==> config.mk <==
export PLATFORM = sky130hd
export DESIGN_NAME = word_align_ctrl
export DESIGN_NICKNAME = d
export VERILOG_FILES = /design/src/rtl/align_pkg.sv /design/src/rtl/comma_match.sv /design/src/rtl/word_align_ctrl.sv
export SDC_FILE = /design/constraint.sdc
export NUM_CORES = 1
export LEC_CHECK = 0
export ABC_AREA = 1
export CORE_MARGIN = 10
export CORE_UTILIZATION = 30
export CTS_CLUSTER_DIAMETER = 80
export DETAILED_ROUTE_END_ITERATION = 8
export GPL_TIMING_DRIVEN = 0
export MAX_ROUTING_LAYER = met4
export PLACE_DENSITY_LB_ADDON = 0.1
export SYNTH_ARGS = -nofsm -noshare
export SYNTH_HDL_FRONTEND = slang
export SYNTH_HIERARCHICAL = 1
export SYNTH_SLANG_ARGS = --single-unit
==> constraint.sdc <==
create_clock -name clk -period 3.44 [get_ports clk]
set_input_delay 0.688 -clock clk [delete_from_list [all_inputs] [get_ports clk]]
set_output_delay 0.688 -clock clk [all_outputs]
set_load 0.1 [all_outputs]
==> src/rtl/align_pkg.sv <==
// Shared types and constants for the receive-side word alignment controller.
// The K28.5 comma in both running-disparity forms is the default alignment code.
package align_pkg;

    typedef enum logic [1:0] {
        HUNT    = 2'd0,
        CONFIRM = 2'd1,
        LOCKED  = 2'd2
    } align_state_e;

    localparam logic [9:0] K28_5_RDN = 10'h0FA;
    localparam logic [9:0] K28_5_RDP = 10'h305;

endpackage

==> src/rtl/comma_match.sv <==
// Combinational comma detector: flags the sliding window when it holds either
// disparity form of the alignment code.
module comma_match
    import align_pkg::*;
#(
    parameter int                WIDTH   = 10,
    parameter logic [WIDTH-1:0]  COMMA_P = K28_5_RDN,
    parameter logic [WIDTH-1:0]  COMMA_N = K28_5_RDP
) (
    input  logic [WIDTH-1:0] window_i,
    output logic             comma_o
);

    assign comma_o = (window_i == COMMA_P) || (window_i == COMMA_N);

endmodule

==> src/rtl/word_align_ctrl.sv <==
// Symbol-alignment controller. Hunts for commas in the bit-sliding window,
// confirms a stable boundary with LOCK_CNT aligned commas, then emits one
// registered word per boundary while locked. Lock is dropped after UNLOCK_CNT
// off-boundary commas (the last one immediately seeds a new CONFIRM) or after
// TIMEOUT_WORDS boundaries without an aligned comma.
// Optional feature macro: ALIGN_STATS_EN adds realign_cnt / lock_loss_cnt.
module word_align_ctrl
    import align_pkg::*;
#(
    parameter int                WIDTH         = 10,
    parameter logic [WIDTH-1:0]  COMMA_P       = K28_5_RDN,
    parameter logic [WIDTH-1:0]  COMMA_N       = K28_5_RDP,
    parameter int                LOCK_CNT      = 3,
    parameter int                UNLOCK_CNT    = 4,
    parameter int                TIMEOUT_WORDS = 1024
) (
    input  logic             clk,
    input  logic             rst,
    input  logic             en,
    input  logic [WIDTH-1:0] Data_Collected,
    output logic [WIDTH-1:0] word_out,
    output logic             RxValid,
    output logic             Comma_Pulse,
    output logic             sym_lock,
    output logic             realign
`ifdef ALIGN_STATS_EN
    ,
    output logic [15:0]      realign_cnt,
    output logic [7:0]       lock_loss_cnt
`endif
);

    localparam int PW = $clog2(WIDTH);
    localparam int HW = $clog2(LOCK_CNT + 1);
    localparam int MW = $clog2(UNLOCK_CNT + 1);
    localparam int TW = $clog2(TIMEOUT_WORDS + 1);

    align_state_e     state_q, state_d;
    logic [PW-1:0]    phase_q, phase_d;
    logic [HW-1:0]    hits_q, hits_d;
    logic [MW-1:0]    miss_q, miss_d;
    logic [TW-1:0]    tmo_q, tmo_d;
    logic [WIDTH-1:0] word_q, word_d;
    logic             rxv_q, rxv_d;
    logic             cp_q, cp_d;
    logic             lock_q, lock_d;
    logic             ra_q, ra_d;

    logic             comma;
    logic             boundary;
    logic             start_align;
    logic             go_hunt;
    logic [HW-1:0]    hits_inc;
    logic [MW-1:0]    miss_inc;
    logic [TW-1:0]    tmo_inc;
    logic             hits_full;
    logic             miss_full;
    logic             tmo_full;

    comma_match #(
        .WIDTH   (WIDTH),
        .COMMA_P (COMMA_P),
        .COMMA_N (COMMA_N)
    ) u_comma_match (
        .window_i (Data_Collected),
        .comma_o  (comma)
    );

    assign boundary = (phase_q == '0);

    // Saturating increments and "this event reaches the threshold" flags.
    assign hits_inc  = (int'(hits_q) >= LOCK_CNT)      ? hits_q : hits_q + 1'b1;
    assign miss_inc  = (int'(miss_q) >= UNLOCK_CNT)    ? miss_q : miss_q + 1'b1;
    assign tmo_inc   = (int'(tmo_q)  >= TIMEOUT_WORDS) ? tmo_q  : tmo_q + 1'b1;
    assign hits_full = (int'(hits_q) + 1 >= LOCK_CNT);
    assign miss_full = (int'(miss_q) + 1 >= UNLOCK_CNT);
    assign tmo_full  = (int'(tmo_q)  + 1 >= TIMEOUT_WORDS);

    // Next-state, counter and output decode for the alignment FSM.
    always_comb begin
        state_d     = state_q;
        phase_d     = (phase_q == PW'(WIDTH - 1)) ? '0 : phase_q + 1'b1;
        hits_d      = hits_q;
        miss_d      = miss_q;
        tmo_d       = tmo_q;
        word_d      = word_q;
        rxv_d       = 1'b0;
        cp_d        = 1'b0;
        ra_d        = 1'b0;
        start_align = 1'b0;
        go_hunt     = 1'b0;

        if (!en) begin
            state_d = HUNT;
            phase_d = '0;
            hits_d  = '0;
            miss_d  = '0;
            tmo_d   = '0;
            word_d  = '0;
        end else begin
            case (state_q)
                HUNT: begin
                    start_align = comma;
                end
                CONFIRM: begin
                    if (comma && boundary) begin
                        hits_d = hits_inc;
                        tmo_d  = '0;
                        // Reaching the lock count wins over any starvation.
                        if (hits_full) begin
                            state_d = LOCKED;
                            miss_d  = '0;
                            word_d  = Data_Collected;
                            rxv_d   = 1'b1;
                            cp_d    = 1'b1;
                        end
                    end else if (comma) begin
                        start_align = 1'b1;
                    end else if (boundary) begin
                        tmo_d = tmo_inc;
                        if (tmo_full) go_hunt = 1'b1;
                    end
                end
                LOCKED: begin
                    if (boundary) begin
                        // Every boundary word goes out, including the one that times out.
                        word_d = Data_Collected;
                        rxv_d  = 1'b1;
                        if (comma) begin
                            cp_d   = 1'b1;
                            miss_d = '0;
                            tmo_d  = '0;
                        end else begin
                            tmo_d = tmo_inc;
                            if (tmo_full) go_hunt = 1'b1;
                        end
                    end else if (comma) begin
                        miss_d = miss_inc;
                        // The comma that breaks lock becomes the first hit of a new boundary.
                        if (miss_full) start_align = 1'b1;
                    end
                end
                default: begin
                    state_d = HUNT;
                end
            endcase

            if (start_align) begin
                state_d = CONFIRM;
                phase_d = PW'(1);
                hits_d  = HW'(1);
                miss_d  = '0;
                tmo_d   = '0;
                ra_d    = 1'b1;
                if (LOCK_CNT <= 1) begin
                    state_d = LOCKED;
                    word_d  = Data_Collected;
                    rxv_d   = 1'b1;
                    cp_d    = 1'b1;
                end
            end

            if (go_hunt) begin
                state_d = HUNT;
                hits_d  = '0;
                miss_d  = '0;
                tmo_d   = '0;
            end
        end

        lock_d = (state_d == LOCKED);
    end

    // State, counters and registered outputs.
    always_ff @(posedge clk) begin
        if (rst) begin
            state_q <= HUNT;
            phase_q <= '0;
            hits_q  <= '0;
            miss_q  <= '0;
            tmo_q   <= '0;
            word_q  <= '0;
            rxv_q   <= 1'b0;
            cp_q    <= 1'b0;
            lock_q  <= 1'b0;
            ra_q    <= 1'b0;
        end else begin
            state_q <= state_d;
            phase_q <= phase_d;
            hits_q  <= hits_d;
            miss_q  <= miss_d;
            tmo_q   <= tmo_d;
            word_q  <= word_d;
            rxv_q   <= rxv_d;
            cp_q    <= cp_d;
            lock_q  <= lock_d;
            ra_q    <= ra_d;
        end
    end

    assign word_out    = word_q;
    assign RxValid     = rxv_q;
    assign Comma_Pulse = cp_q;
    assign sym_lock    = lock_q;
    assign realign     = ra_q;

`ifdef ALIGN_STATS_EN
    logic [15:0] realign_cnt_q;
    logic [7:0]  lock_loss_cnt_q;

    // Saturating statistics; only rst clears them, en has no effect.
    always_ff @(posedge clk) begin
        if (rst) begin
            realign_cnt_q   <= '0;
            lock_loss_cnt_q <= '0;
        end else begin
            if (ra_d && (realign_cnt_q != '1))
                realign_cnt_q <= realign_cnt_q + 1'b1;
            if ((state_q == LOCKED) && (state_d != LOCKED) && (lock_loss_cnt_q != '1))
                lock_loss_cnt_q <= lock_loss_cnt_q + 1'b1;
        end
    end

    assign realign_cnt   = realign_cnt_q;
    assign lock_loss_cnt = lock_loss_cnt_q;
`endif

endmodule

==> impl_metrics.yaml, run 1 <==
power:
  p_per_area_mw_per_mm2: 320
  vdd_drop_max_mv: 0.153
  power.total_mw: 0.775
  p_leak_nw: 0.916
layout:
  layout.nets: 338
  final_area_mm2: 0.00242
  layout_common_cells: "nand2_1, inv_1, dfxtp_1"
  antenna_cells: 0
  final_core_util: 0.379
  final_cell_count_no_fill: 390
  layout-drive-gt1-share: 0.0863
  final_common_cell: "nand2_1"
  fillerInstances: 687
  area_growth_pct: 22.6
detailed_routing:
  drtIter0Drc: 66
  vias_per_cell: 4.42
  routedWlPerCell_um: 11.4
  routed_wl_um: 4450
  drc: 0
  ant_nets: 0
  vias: 1725
  drt_pre_antenna_iters: 4
timing:
  max_slew_margin: 0.345
  fmax_mhz: 408
  rsz0062_at_grt: "false"
  finClkSkew_ps: 5.54
  layout_setup_ws_ps: 991
  whs_ps: 444
  finalHoldViolCount: 0
  tightest_slew_ps: 979
  fin_tns_setup_ps: 0
  fin_crit_ps: 2450
  min_period_over_period: 0.712
  drv_slew: 0
  setup_viol: 0
clock_network:
  cts_tree: "done"
  htree_levels: 2
  clkTransAtPathRegs_ps: 70
  cts_max_path_buffers: 2
  cts_root_buffer: "clkbuf_8"
  clkLatencyLatePin_ps: 290
  cts_setup_buffers: 0
  cts_resized: 0
  holdBufCountCts: 0
  cts_buffers: 5
  clock-sinks: 36
synth:
  synthesis.area_mm2: 0.00198
  synth_top_cell_by_area: "dfxtp_1"
  ys_warn_count: 6
  syn_area_per_cell_um2: 7.08
  ys_types: 31
  synth_top_area_frac: 0.365
  ys_ff_latch: 36
  synth_nets: 305
  synth_area_leaders: "dfxtp_1, nand2_1, inv_1, ha_1, a21oi_1"
  syn-instance-count: 279
  seq_area_frac_synth: 0.365
global_route:
  antenna_found_initial: 0
  grt_pass1_vias: 1573
  grt_overflow: 0
  grt_usage: 0.0913
  grt_max_degree: 11
  grt_pass1_wl_um: 7380
setup_path:
  crit_type: "reg2out"
  path_max_fanout: 2
  worstSetupStartpointType: "flip-flop"
  crit_family: "buffers and inverters"
  worstPathRequired_ps: 2750
  path_cells: "clkdlybuf4s50_1"
  crit_path_end_kind: "output port"
  crit_path_max_incr_delay_ps: 1140
  slowest_stage: "clkdlybuf4s50_1"
  path_buf_inv: 1
  worstPathArrival_ps: 1760
floorplanning:
  start_util: 0.309
  dieHeight_um: 101
  ios: 27
  rows: 29
  die-area_mm2: 0.0102
  die_x_um: 101
  core-area_mm2: 0.00639
placement:
  placed_cell_area_mm2: 0.00233
  place.gp.congestion: 0.792
  dpl.hpwl_um: 3470
  portBuffers: 26
  dp_cells: 382
  pre_cts_ws_ps: 730
flow_run:
  maxCapViolCount: 0
min_path:
  min_path_type: "reg2reg"
outcome:
  status: "complete, no violations"
## routing by layer
layer | wire length, um | vias up | track usage
li1 | - | 948 | -
met1 | 2280 | 745 | 0.116
met2 | 1880 | 27 | 0.133
met3 | 222 | 5 | 0.0279
met4 | 59 | 0 | 0.0322
met5 | 0 | - | -
## kinds of logic after synthesis
| kind of cell | count (synthesis) | share of synthesized area |
|---|---|---|
| flip-flops | 36 | 0.365 |
| buffers and inverters | 48 | 0.0925 |
| AND/OR/NAND/NOR | 125 | 0.294 |
| multiplexers | 1 | 0.00507 |
| adder cells (fa/ha/maj) | 13 | 0.0823 |
| AO/OA/AOI/OAI | 51 | 0.139 |
| XOR/XNOR | 5 | 0.0222 |
## power by group
group          total (mW)  internal, mW  switching (mW)
clock               0.311         0.163           0.148
sequential          0.419         0.418         0.00114
combinational      0.0452        0.0205          0.0247
## final timing paths
path | to | slack, ps | depth (start not counted) | startpoint
max | word_out[0] | 990 | 1 | word_out[0]
max reg2reg | miss_q[1] | 1360 | 10 | tmo_q[1]
min reg2reg | word_out[4] | 440 | 2 | word_out[4]
min | word_out[4] | 440 | 2 | word_out[4]
## final cells by class
cell class / count / area (um^2) / share of cell area
plain buffers: 3 / 13.8 / 0.00568
repair buffers: 26 / 260 / 0.107
inverters: 45 / 169 / 0.0697
multi-input cells: 195 / 1070 / 0.443
flip-flops and latches: 36 / 721 / 0.298
well taps: 77 / 96.3 / 0.0398
clock buffers: 8 / 90.1 / 0.0372
## tightest hold or removal path: stages (launching register included)
cell and delay [ps]:
dfxtp_1 310, inv_1 40, a21oi_1 50
## flip-flops by register name, summed over array words and instances, names as in the netlist
| register | count |
|---|---|
| hits_q | 2 |
| realign | 1 |
| sym_lock | 1 |
| phase_q | 4 |
| state_q | 2 |
| word_out | 10 |
| RxValid | 1 |
| miss_q | 3 |
| Comma_Pulse | 1 |
| tmo_q | 11 |
## synth_stat cells, drive strengths merged
cell and n:
nand2 58, inv 45, nor2 38, dfxtp 36
a21oi 30, o21ai 18, nand3 16, ha 13
nor3 10, buf 3, xor2 3, or2 2
xnor2 2, a21boi 1, mux2i 1, nand3b 1
o21bai 1, o31a 1
Power figures use the tool's default switching activity.
==> run 2: changes to the inputs <==
==> constraint.sdc (replaced) <==
create_clock -name clk -period 2.3 [get_ports clk]
set_input_delay 0.46 -clock clk [delete_from_list [all_inputs] [get_ports clk]]
set_output_delay 0.46 -clock clk [all_outputs]
set_load 0.1 [all_outputs]
==> impl_metrics.yaml, run 2 (synthesis results as in run 1) <==
timing:
  tightest_slew_ps: 979
  setup_viol: 0
  min_period_over_period: 0.965
  max_slew_margin: 0.345
  finClkSkew_ps: 5.52
  fin_crit_ps: 2220
  fmax_mhz: 451
  rsz0062_at_grt: "false"
  finalHoldViolCount: 0
  drv_slew: 0
power:
  p_per_area_mw_per_mm2: 474
  power.total_mw: 1.16
  p_leak_nw: 0.919
  vdd_drop_max_mv: 0.230
global_route:
  met1_usage: 0.116
  use_met2: 0.133
  met3_usage: 0.0279
  grt_pass1_wl_um: 7380
  grt_overflow: 0
  busiest_layer: "met2"
  grt_usage: 0.0913
  grt_max_degree: 11
  antenna_found_initial: 0
  grt_pass1_vias: 1573
placement:
  portBuffers: 26
  place.gp.congestion: 0.792
  dpl.hpwl_um: 3470
  placed_cell_area_mm2: 0.00233
floorplanning:
  die_x_um: 101
  ios: 27
  rows: 29
  dieHeight_um: 101
  core-area_mm2: 0.00639
  die-area_mm2: 0.0102
  start_util: 0.309
setup_path:
  crit_type: "reg2out"
  worstPathArrival_ps: 1760
  path_buf_inv: 1
  worstPathRequired_ps: 1840
  worstSetupStartpointType: "flip-flop"
  slowest_stage: "clkdlybuf4s50_1"
  crit_path_max_incr_delay_ps: 1140
  crit_family: "buffers and inverters"
  crit_path_end_kind: "output port"
  path_cells: "clkdlybuf4s50_1"
  path_max_fanout: 2
clock_network:
  htree_levels: 2
  holdBufCountCts: 0
  cts_buffers: 5
  clkTransAtPathRegs_ps: 70
  clkLatencyLatePin_ps: 290
  cts_root_buffer: "clkbuf_8"
  clock-sinks: 36
  cts_tree: "done"
  cts_max_path_buffers: 2
detailed_routing:
  vias_per_cell: 4.44
  routed_wl_um: 4450
  drt_pre_antenna_iters: 4
  drc: 0
  vias: 1730
  ant_nets: 0
  drtIter0Drc: 44
  routedWlPerCell_um: 11.4
layout:
  layout_common_cells: "nand2_1, inv_1, dfxtp_1"
  fillerInstances: 682
  layout-drive-gt1-share: 0.0927
  area_growth_pct: 23.7
  final_common_cell: "nand2_1"
  layout.nets: 338
  final_area_mm2: 0.00244
  regMostFlops: "tmo_q"
  antenna_cells: 0
  largest_register_ffs: 11
min_path:
  min_path_type: "reg2reg"
outcome:
  status: "complete, no violations"
flow_run:
  maxCapViolCount: 0
## run 2: cell count changes in the layout (fill, tap and decap cells not counted)
| cell | change |
|---|---|
| nand2_1 | -2 |
| nand2_4 | +2 |
| o21ai_2 | -1 |
| o21ai_4 | +1 |
## run 2: per-stage QoR
| step | util | hold WS [ps] | instances | setup TNS [ps] | setup WS [ps] |
|---|---|---|---|---|---|
| final | 0.383 | 444 | 390 | 0 | 80.4 |
| after global routing | 0.383 | 465 | 390 | 0 | 1.23 |
| after CTS | 0.379 | 449 | 390 | 0 | 53.6 |
| after detailed placement | 0.365 | 437 | 382 | -2980 | -182 |
| after global placement | 0.365 | 433 | 382 | -3410 | -207 |
| after floorplan | - | 455 | 279 | 0 | 574 |
## run 2: path summary, 6_finish.rpt
| path | start | to | slack (ps) | cells past startpoint |
|---|---|---|---|---|
| setup / recovery | word_out[0] | word_out[0] | 80 | 1 |
| hold / removal | word_out[4] | word_out[4] | 440 | 2 |
| setup reg to reg | tmo_q[1] | tmo_q[8] | 230 | 10 |
| hold reg to reg | word_out[4] | word_out[4] | 440 | 2 |
## run 2: power breakdown
part	switching (mW)	internal, mW	leakage, nW
clock	0.219	0.244	0.0455
sequential	0.00170	0.625	0.290
combinational	0.0375	0.0310	0.583
## run 2: what timing repair did
action | 4_1_cts | 5_1_grt
gates resized for setup | 0 | 5
setup buffers | 0 | 0
endpoints found under the setup margin | 0 | 18
## run 2: layout make-up
class                   count  area, um^2  share of cell area
plain buffers               3        13.8             0.00563
clock buffers               8        90.1              0.0368
inverters                  45         169              0.0691
multi-input cells         195        1090               0.448
flip-flops and latches     36         721               0.295
well taps                  77        96.3              0.0394
repair buffers             26         260               0.106
## run 2: metal layers
metal / routed length, um / vias to the layer above
met5: 0 / -
met4: 65 / 0
met3: 195 / 6
met2: 1890 / 25
met1: 2300 / 750
li1: - / 949
## run 2: tightest hold or removal path, stage by stage (launching register included)
cell and delay [ps]:
dfxtp_1 310, inv_1 40, a21oi_1 50
